**src/rtl/conv_result_drain.sv**
```systemverilog
`default_nettype none
// ============================================================================
// Module   : conv_result_drain
// Purpose  : Walks every conv result bank in bank-major raster order and streams
//            each word downstream over valid/ready. Optional macro
//            CONV_DRAIN_RELU_EN clamps negative words to zero at the output.
// Revision : 1.0 - initial release
// ============================================================================
module conv_result_drain #(
    parameter int DATA_WIDTH         = 32,
    parameter int ADDR_WIDTH         = 16,
    parameter int CONV_RESULT_WIDTH  = 24,
    parameter int CONV_RESULT_HEIGHT = 24,
    parameter int BANK_NUM           = 6,
    parameter int READ_LATENCY       = 2
) (
    input  logic                  clk,
    input  logic                  reset,
    input  logic                  start,
    input  logic                  conv_done,
    output logic [2:0]            M10K_read_select,
    output logic [ADDR_WIDTH-1:0] read_address,
    input  logic [DATA_WIDTH-1:0] result_in,
    output logic [DATA_WIDTH-1:0] out_data,
    output logic [2:0]            out_bank,
    output logic                  out_valid,
    input  logic                  out_ready,
    output logic                  busy,
    output logic                  done
);

    localparam int c_WORDS = CONV_RESULT_WIDTH * CONV_RESULT_HEIGHT;
    localparam int c_DEPTH = READ_LATENCY + 2;
    localparam int c_PTR_W = $clog2(c_DEPTH);
    localparam int c_CNT_W = $clog2(c_DEPTH + 1);
    localparam int c_SUM_W = c_CNT_W + 1;

    typedef enum logic [2:0] {
        S_IDLE  = 3'd0,
        S_ARM   = 3'd1,
        S_READ  = 3'd2,
        S_FLUSH = 3'd3,
        S_DONE  = 3'd4
    } state_t;

    state_t                  r_state;
    state_t                  w_state_nxt;
    logic [ADDR_WIDTH-1:0]   r_next_addr;
    logic [2:0]              r_next_bank;
    logic [ADDR_WIDTH-1:0]   r_rd_addr;
    logic [2:0]              r_rd_sel;
    logic [READ_LATENCY:0]   r_pipe_v;
    logic [2:0]              r_pipe_bank [READ_LATENCY+1];
    logic [DATA_WIDTH-1:0]   r_mem_data  [c_DEPTH];
    logic [2:0]              r_mem_bank  [c_DEPTH];
    logic [c_PTR_W-1:0]      r_wr_ptr;
    logic [c_PTR_W-1:0]      r_rd_ptr;
    logic [c_CNT_W-1:0]      r_count;

    logic                    w_push;
    logic                    w_pop;
    logic                    w_valid;
    logic                    w_issue;
    logic                    w_last;
    logic                    w_drain_empty;
    logic [c_SUM_W-1:0]      w_inflight;
    logic [c_SUM_W-1:0]      w_used;
    logic [DATA_WIDTH-1:0]   w_head;
    logic [DATA_WIDTH-1:0]   w_head_proc;

    // The stage index READ_LATENCY lines up with valid result_in, so it pushes.
    assign w_push  = r_pipe_v[READ_LATENCY];
    assign w_valid = (r_count != '0);
    assign w_pop   = w_valid && out_ready;

    always_comb begin
        w_inflight = '0;
        for (int i = 0; i <= READ_LATENCY; i++) begin
            w_inflight = w_inflight + c_SUM_W'(r_pipe_v[i]);
        end
    end

    // A same-cycle pop frees a slot, which keeps the stream at one word per clock.
    assign w_used        = c_SUM_W'(r_count) + w_inflight;
    assign w_issue       = (r_state == S_READ) &&
                           (w_used < (c_SUM_W'(c_DEPTH) + c_SUM_W'(w_pop)));
    assign w_last        = (r_next_bank == 3'(BANK_NUM - 1)) &&
                           (r_next_addr == ADDR_WIDTH'(c_WORDS - 1));
    assign w_drain_empty = (w_inflight == '0) &&
                           ((r_count == '0) || ((r_count == c_CNT_W'(1)) && w_pop));

    always_ff @(posedge clk or negedge reset) begin
        if (!reset) begin
            r_state <= S_IDLE;
        end else begin
            r_state <= w_state_nxt;
        end
    end

    always_comb begin
        w_state_nxt = r_state;
        busy        = 1'b0;
        done        = 1'b0;
        unique case (r_state)
            S_IDLE:  if (start) w_state_nxt = S_ARM;
            S_ARM: begin
                busy = 1'b1;
                if (conv_done) w_state_nxt = S_READ;
            end
            S_READ: begin
                busy = 1'b1;
                if (w_issue && w_last) w_state_nxt = S_FLUSH;
            end
            S_FLUSH: begin
                busy = 1'b1;
                if (w_drain_empty) w_state_nxt = S_DONE;
            end
            S_DONE: begin
                done        = 1'b1;
                w_state_nxt = S_IDLE;
            end
            default: w_state_nxt = S_IDLE;
        endcase
    end

    always_ff @(posedge clk or negedge reset) begin
        if (!reset) begin
            r_next_addr <= '0;
            r_next_bank <= '0;
            r_rd_addr   <= '0;
            r_rd_sel    <= '0;
        end else if (r_state == S_IDLE || r_state == S_DONE) begin
            r_next_addr <= '0;
            r_next_bank <= '0;
            r_rd_addr   <= '0;
            r_rd_sel    <= '0;
        end else if (w_issue) begin
            r_rd_addr <= r_next_addr;
            r_rd_sel  <= r_next_bank;
            if (r_next_addr == ADDR_WIDTH'(c_WORDS - 1)) begin
                r_next_addr <= '0;
                r_next_bank <= r_next_bank + 3'd1;
            end else begin
                r_next_addr <= r_next_addr + ADDR_WIDTH'(1);
            end
        end
    end

    always_ff @(posedge clk or negedge reset) begin
        if (!reset) begin
            r_pipe_v <= '0;
            for (int i = 0; i <= READ_LATENCY; i++) r_pipe_bank[i] <= '0;
        end else begin
            r_pipe_v[0]    <= w_issue;
            r_pipe_bank[0] <= r_next_bank;
            for (int i = 1; i <= READ_LATENCY; i++) begin
                r_pipe_v[i]    <= r_pipe_v[i-1];
                r_pipe_bank[i] <= r_pipe_bank[i-1];
            end
        end
    end

    always_ff @(posedge clk) begin
        if (w_push) begin
            r_mem_data[r_wr_ptr] <= result_in;
            r_mem_bank[r_wr_ptr] <= r_pipe_bank[READ_LATENCY];
        end
    end

    always_ff @(posedge clk or negedge reset) begin
        if (!reset) begin
            r_wr_ptr <= '0;
            r_rd_ptr <= '0;
            r_count  <= '0;
        end else begin
            if (w_push) begin
                r_wr_ptr <= (r_wr_ptr == c_PTR_W'(c_DEPTH - 1)) ? '0 : r_wr_ptr + c_PTR_W'(1);
            end
            if (w_pop) begin
                r_rd_ptr <= (r_rd_ptr == c_PTR_W'(c_DEPTH - 1)) ? '0 : r_rd_ptr + c_PTR_W'(1);
            end
            r_count <= r_count + c_CNT_W'(w_push) - c_CNT_W'(w_pop);
        end
    end

    assign w_head = r_mem_data[r_rd_ptr];

`ifdef CONV_DRAIN_RELU_EN
    assign w_head_proc = w_head[DATA_WIDTH-1] ? '0 : w_head;
`else
    assign w_head_proc = w_head;
`endif

    // Data is forced to zero while empty so every output reads 0 out of reset.
    assign out_valid        = w_valid;
    assign out_data         = w_valid ? w_head_proc : '0;
    assign out_bank         = w_valid ? r_mem_bank[r_rd_ptr] : 3'd0;
    assign read_address     = r_rd_addr;
    assign M10K_read_select = r_rd_sel;

endmodule
`default_nettype wire
```
**config.mk**
```make
export PLATFORM = sky130hd
export DESIGN_NAME = conv_result_drain
export DESIGN_NICKNAME = d
export VERILOG_FILES = /design/src/rtl/conv_result_drain.sv
export SDC_FILE = /design/constraint.sdc
export NUM_CORES = 1
export LEC_CHECK = 0
export CORE_ASPECT_RATIO = 1.2
export CORE_MARGIN = 2
export CORE_UTILIZATION = 35
export CTS_CLUSTER_SIZE = 12
export DETAILED_ROUTE_END_ITERATION = 10
export REMOVE_ABC_BUFFERS = 1
export SYNTH_ARGS = -nofsm -noshare
export SYNTH_HDL_FRONTEND = slang
export SYNTH_SLANG_ARGS = --single-unit
```
**constraint.sdc**
```tcl
create_clock -name clk -period 6.3 [get_ports clk]
set_clock_uncertainty 0.15 [all_clocks]
set_input_delay 1.89 -clock clk [delete_from_list [all_inputs] [get_ports clk]]
set_output_delay 1.89 -clock clk [all_outputs]
set_load 0.01 [all_outputs]
```
-- Word level (Yosys, flattened, before mapping)
Memories as Yosys holds them, arrays and structs flattened.
Index checks and enable logic that the tools add are counted.
- bits in registers: 60
- RAM bits: 140
- input bits: 37
- memories kept: 2
- add/subtract/negate cells: 10
- order comparisons: 1
- equality and inequality tests: 13
- muxes and demuxes: 23
- reduce and logical (&&, ||, !) cells: 17
- memory list (memory ; depth ; bits a word ; read ports ; clocked after Yosys merged registers in ; write ports ; RTL line ; source):
    r_mem_data ; 4 ; 32 ; 1 ; 0 ; 1 ; 54 ; logic [DATA_WIDTH-1:0] r_mem_data [c_DEPTH];
    r_mem_bank ; 4 ; 3 ; 1 ; 0 ; 1 ; 55 ; logic [2:0] r_mem_bank [c_DEPTH];
- operators by type and width (kind ; count):
    $mux 16 ; 5
    $mux 32 ; 1
    $mux 3 ; 10
    $add 16x1->16 const B ; 1
    $eq 16x10->1 const B ; 1
    $pmux 3 s4 ; 1
    $eq 3x1->1 const B ; 2
    $eq 3x2->1 const B ; 2
    $eq 3x3->1 const B ; 2
    $logic_and 1x1->1 ; 6
    $logic_not 3->1 ; 2
    $ne 2x2->1 const B ; 3
    $add 2x1->2 const B ; 2
    $add 3x1->4 const A ; 1
    $add 3x3->4 ; 1
    $eq 2x2->1 const B ; 2
    $logic_not 4->1 ; 1
    $lt 4x4->1 ; 1
    $mux 1 ; 4
    $mux 2 ; 2
    $reduce_and 4->1 ; 1
    $reduce_bool 2->1 ; 2
    $add 2x1->3 ; 1
    $add 3x1->3 ; 1
    8 further kinds ; 9

-- Logic depth before layout (Yosys ltp)
- depth after elaboration: 8
- mapped depth: 12

-- Least setup slack after synthesis
OpenSTA, ideal clock, no wires.
- path type: register to output
- start point: register r_rd_ptr[0]
- end point: output port out_data[10]
- data arrival time: 1.608 ns
- data required time: 4.260 ns
- slack: 2.652 ns
- cell stages (with the launch flop): 5
- path through: dfrtp_1 -> buf_2 -> buf_2 -> mux4_2 -> and2_1
- longest elaborated chain between the ends: 2
- ends and longest elaborated chain (what ; RTL line ; source):
    start, declared ; 57 ; logic [c_PTR_W-1:0] r_rd_ptr;
    start signal, assigned ; 180 ; r_rd_ptr <= (r_rd_ptr == c_PTR_W'(c_DEPTH - 1)) ? '0 : r_rd_ptr + c_PTR_W'(1);
    $mem_v2 4x32 ; n/a ;
    $mux 32 ; 196 ; assign out_data = w_valid ? w_head_proc : '0;
    end, declared ; 24 ; output logic [DATA_WIDTH-1:0] out_data,
Every way passes these cells.

-- Worst setup path after layout
- start point: register r_rd_ptr[0]
- end point: output port out_data[26]
The elaborated chain is that of the path after synthesis.

==> results.md <==
* Vias in the first global route at 4753
* Via-to-Cell Ratio at 4.911
* DRC Markers at 0
* Mux cell area share after synthesis at 10.12%
* CP startpoint kind: register
* Worst r2r src: r_pipe_v[2]$_DFF_PN0_
* Fin worst setup slack at 1.255 ns
* Leak at 0.003607 uW
* Clk pin slew, worst setup/hold paths at 0.07 ns
* Reg2reg end: r_next_addr[14]$_DFFE_PN0P_
* Routed length per instance at 16.69 um
* Setup slack, reg-to-reg at 2.53 ns
* CP Data Required Time at 4.26 ns
* Post-synth ARST share at 30.00%
* Num ports at 94
* Cts repair resizes at 0
* Placed wire-length estimate at 9534 um
* Reg2Reg Depth at 9
* Max transition margin at 23.68%
* Number of antenna violations at the first check in global routing at 0
* EDFF count, synth at 140
* First-pass GRT wire length at 25010 um
* Layout Nets at 649
* Final period utilization at 80.08%
* Ant diodes at 0
* Power Dens Cells at 419.2 nW/um^2
* DR iter-0 viols at 207
* #FFs+latches synth at 200
* Chip Height at 170.6 um
* Synth Cell Area at 8098 um^2
* Cell Chain, Critical Path: buf_4 -> mux4_2 -> and2_1 -> clkdlybuf4s50_1
* Ys flop type: edfxtp_1
* CP max FO at 29
* Distinct cells, synth at 43
* Max rail drop VDD at 0.2186 mV
* Most area-consuming cells after synthesis: edfxtp_1 (52%), dfrtp_1 (19%), mux4_2 (9.7%)
* Status: finished clean
* GRT overflow at 0
* Die Footprint at 24370 um^2
* Crit. End Element: primary output
* Worst EP arrival at 3.00 ns
* RSZ-0062 raised after global routing: false
* Max clock buf depth at 2
* Mapped Cells at 505
* Max Clock Freq at 198.2 MHz
* Xor and xnor fraction of the mapped netlist area at 0.8653%
* Core area at 22600 um^2
* Area grow syn2layout at 22.82%
* Post-synthesis compound-gate area fraction at 3.183%
* Ratio of cells with drive above 1 in the final layout at 13.93%
* Power Total at 4169 uW
* Final Cell Area at 9946 um^2
* # H-tree levels at 4
* Synth top area share at 51.92%
* Number of placement rows at 60
* Max-cap violation count at 0
* Skew-Pair Late Insertion Delay at 0.42 ns
* Cts bufs inserted at 17
* Crit Path Class: register to primary output
* Post-synth top cells: edfxtp_1 (140), dfrtp_1 (60), nand2_1 (49), and2_1 (42), mux4_2 (35)
* GP Congestion at 0.7699
* Simple-gate share of the synthesized area at 10.71%
* Antenna viol nets, final at 0
* Post-CTS Hold Fix Bufs at 0
* Clock sinks at 200
* Worst Hold Depth at 0
* Final min period at 5.045 ns
* Synth Area per Inst at 16.04 um^2
* TritonRoute pass-1 iters at 4
* Worst path max stage delay at 1.04 ns
* Postcts setup bufs at 0
* Chip Width at 142.9 um
* Setup TNS Final at 0 ns
* Hold Fails Final Rpt at 0
* Worst min-delay path class: register to register
* Total track usage at 13.31%
* CP max-delay cell: dfrtp_2
* Yosys top cell by area: edfxtp_1
* Worst setup startpoint: r_rd_ptr[0]$_DFFE_PN0N_
* Sequential-to-total area share from yosys stat at 70.46%
* Overall routed net length at 15350 um
* Fill cell count at 1986
* PortBufs at 93
* Place WS at 1.616 ns
* Worst-margin pin slew at 1.141 ns
* Final Slew Violations at 0
* Final setup vio count at 0
* Area share of fa/ha/maj cells after synthesis at 2.596%
* Top-count cell post-synth: edfxtp_1
* Clock root buffer: clkbuf_16
* Vias at 4518
* Area after DPL at 9341 um^2
* Largest net degree at the start of global routing at 61
* Largest family of logic cells by synthesized area: simple AND/OR/NAND/NOR gates
* Core Util, Final at 44.01%
* CP endpoint: out_data[26]
* Yosys warning count at 0
* CTS tree: yes
* Starting Density at 35.84%
how the worst min path moves through the flow:
stage	from	to	slack (ns)
floorplan	r_pipe_bank[3]$_DFF_PN0_	r_pipe_bank[0]$_DFF_PN0_	0.18
global placement	r_pipe_bank[3]$_DFF_PN0_	r_pipe_bank[0]$_DFF_PN0_	0.18
detailed placement	r_pipe_bank[6]$_DFF_PN0_	r_pipe_bank[3]$_DFF_PN0_	0.18
CTS	r_pipe_bank[6]$_DFF_PN0_	r_pipe_bank[3]$_DFF_PN0_	0.20
global route	r_pipe_bank[4]$_DFF_PN0_	r_pipe_bank[1]$_DFF_PN0_	0.21
finish	r_pipe_bank[6]$_DFF_PN0_	r_pipe_bank[3]$_DFF_PN0_	0.20
cells in the final DEF (no fill, tap or decap), drive strengths merged, types with 4 or more instances in the layout:
cell,n
ha,12
dfrtp,60
nand2,51
nand3,31
edfxtp,140
or3,5
nor3,4
clkbuf,18
buf,4
nor2,10
or4,5
mux4,35
xor2,6
inv,25
a21oi,10
and2,42
o21ai,14
clkinv,7
clkdlybuf4s50,92
power breakdown:
group | total [uW] | internal (uW) | switching (uW)
Sequential | 1750 | 1570 | 181
Combinational | 1340 | 717 | 625
Clock | 1070 | 541 | 532
layer usage:
| metal | share of wire, % | routed length, um | global-route usage (%) | vias up |
|---|---|---|---|---|
| met3 | 4.8 | 730 | 3.414 | 14 |
| met1 | 44 | 6806 | 16.62 | 2303 |
| met4 | 1.0 | 156 | 3.917 | 0 |
| li1 | - | - | - | 2071 |
| met5 | 0 | 0 | 0 | - |
| met2 | 50 | 7658 | 22.89 | 130 |
metrics by stage:
stage          hold slack [ns]  instances
2_1_floorplan           0.1812        482
3_3_place_gp            0.1825        888
3_5_place_dp            0.1847        888
4_1_cts                 0.1975        920
5_1_grt                 0.2070        920
6_report                0.1973        920
cells by family (layout without fill, tap and decap cells):
family,count (synthesis),count (layout)
DFF,200,200
muxes,38,38
adders and majority gates,15,15
buffers and inverters,41,146
AOI/OAI and AO/OA,40,40
and+or+nand+nor,163,163
xor gates and xnor gates,8,8
final cells by class:
| type | count | area (um^2) | area share [%] |
|---|---|---|---|
| inverter | 18 | 67.56 | 0.6793 |
| sequential | 200 | 5708 | 57.39 |
| clock inverter | 14 | 175.2 | 1.761 |
| timing repair buffer | 96 | 948.4 | 9.536 |
| clock buffer | 18 | 429.2 | 4.315 |
| tap | 310 | 387.9 | 3.900 |
| multi-input combinational | 264 | 2230 | 22.42 |
flip-flops by register name (all words and copies together), names as in the netlist:
name / flops
M10K_read_select: 3
r_rd_ptr: 2
r_pipe_bank: 9
read_address: 16
r_count: 3
r_wr_ptr: 2
r_state: 3
r_next_bank: 3
r_next_addr: 16
r_mem_data: 128
r_mem_bank: 12
r_pipe_v: 3
worst max-delay path: cells and delay by family, from the launching register on:
kind,cells,cell delay (ns)
buffers and inverters,2,0.85
DFF,1,1.04
muxes,1,0.53
and+or+nand+nor,1,0.17
(Power assumes the default switching activity.)
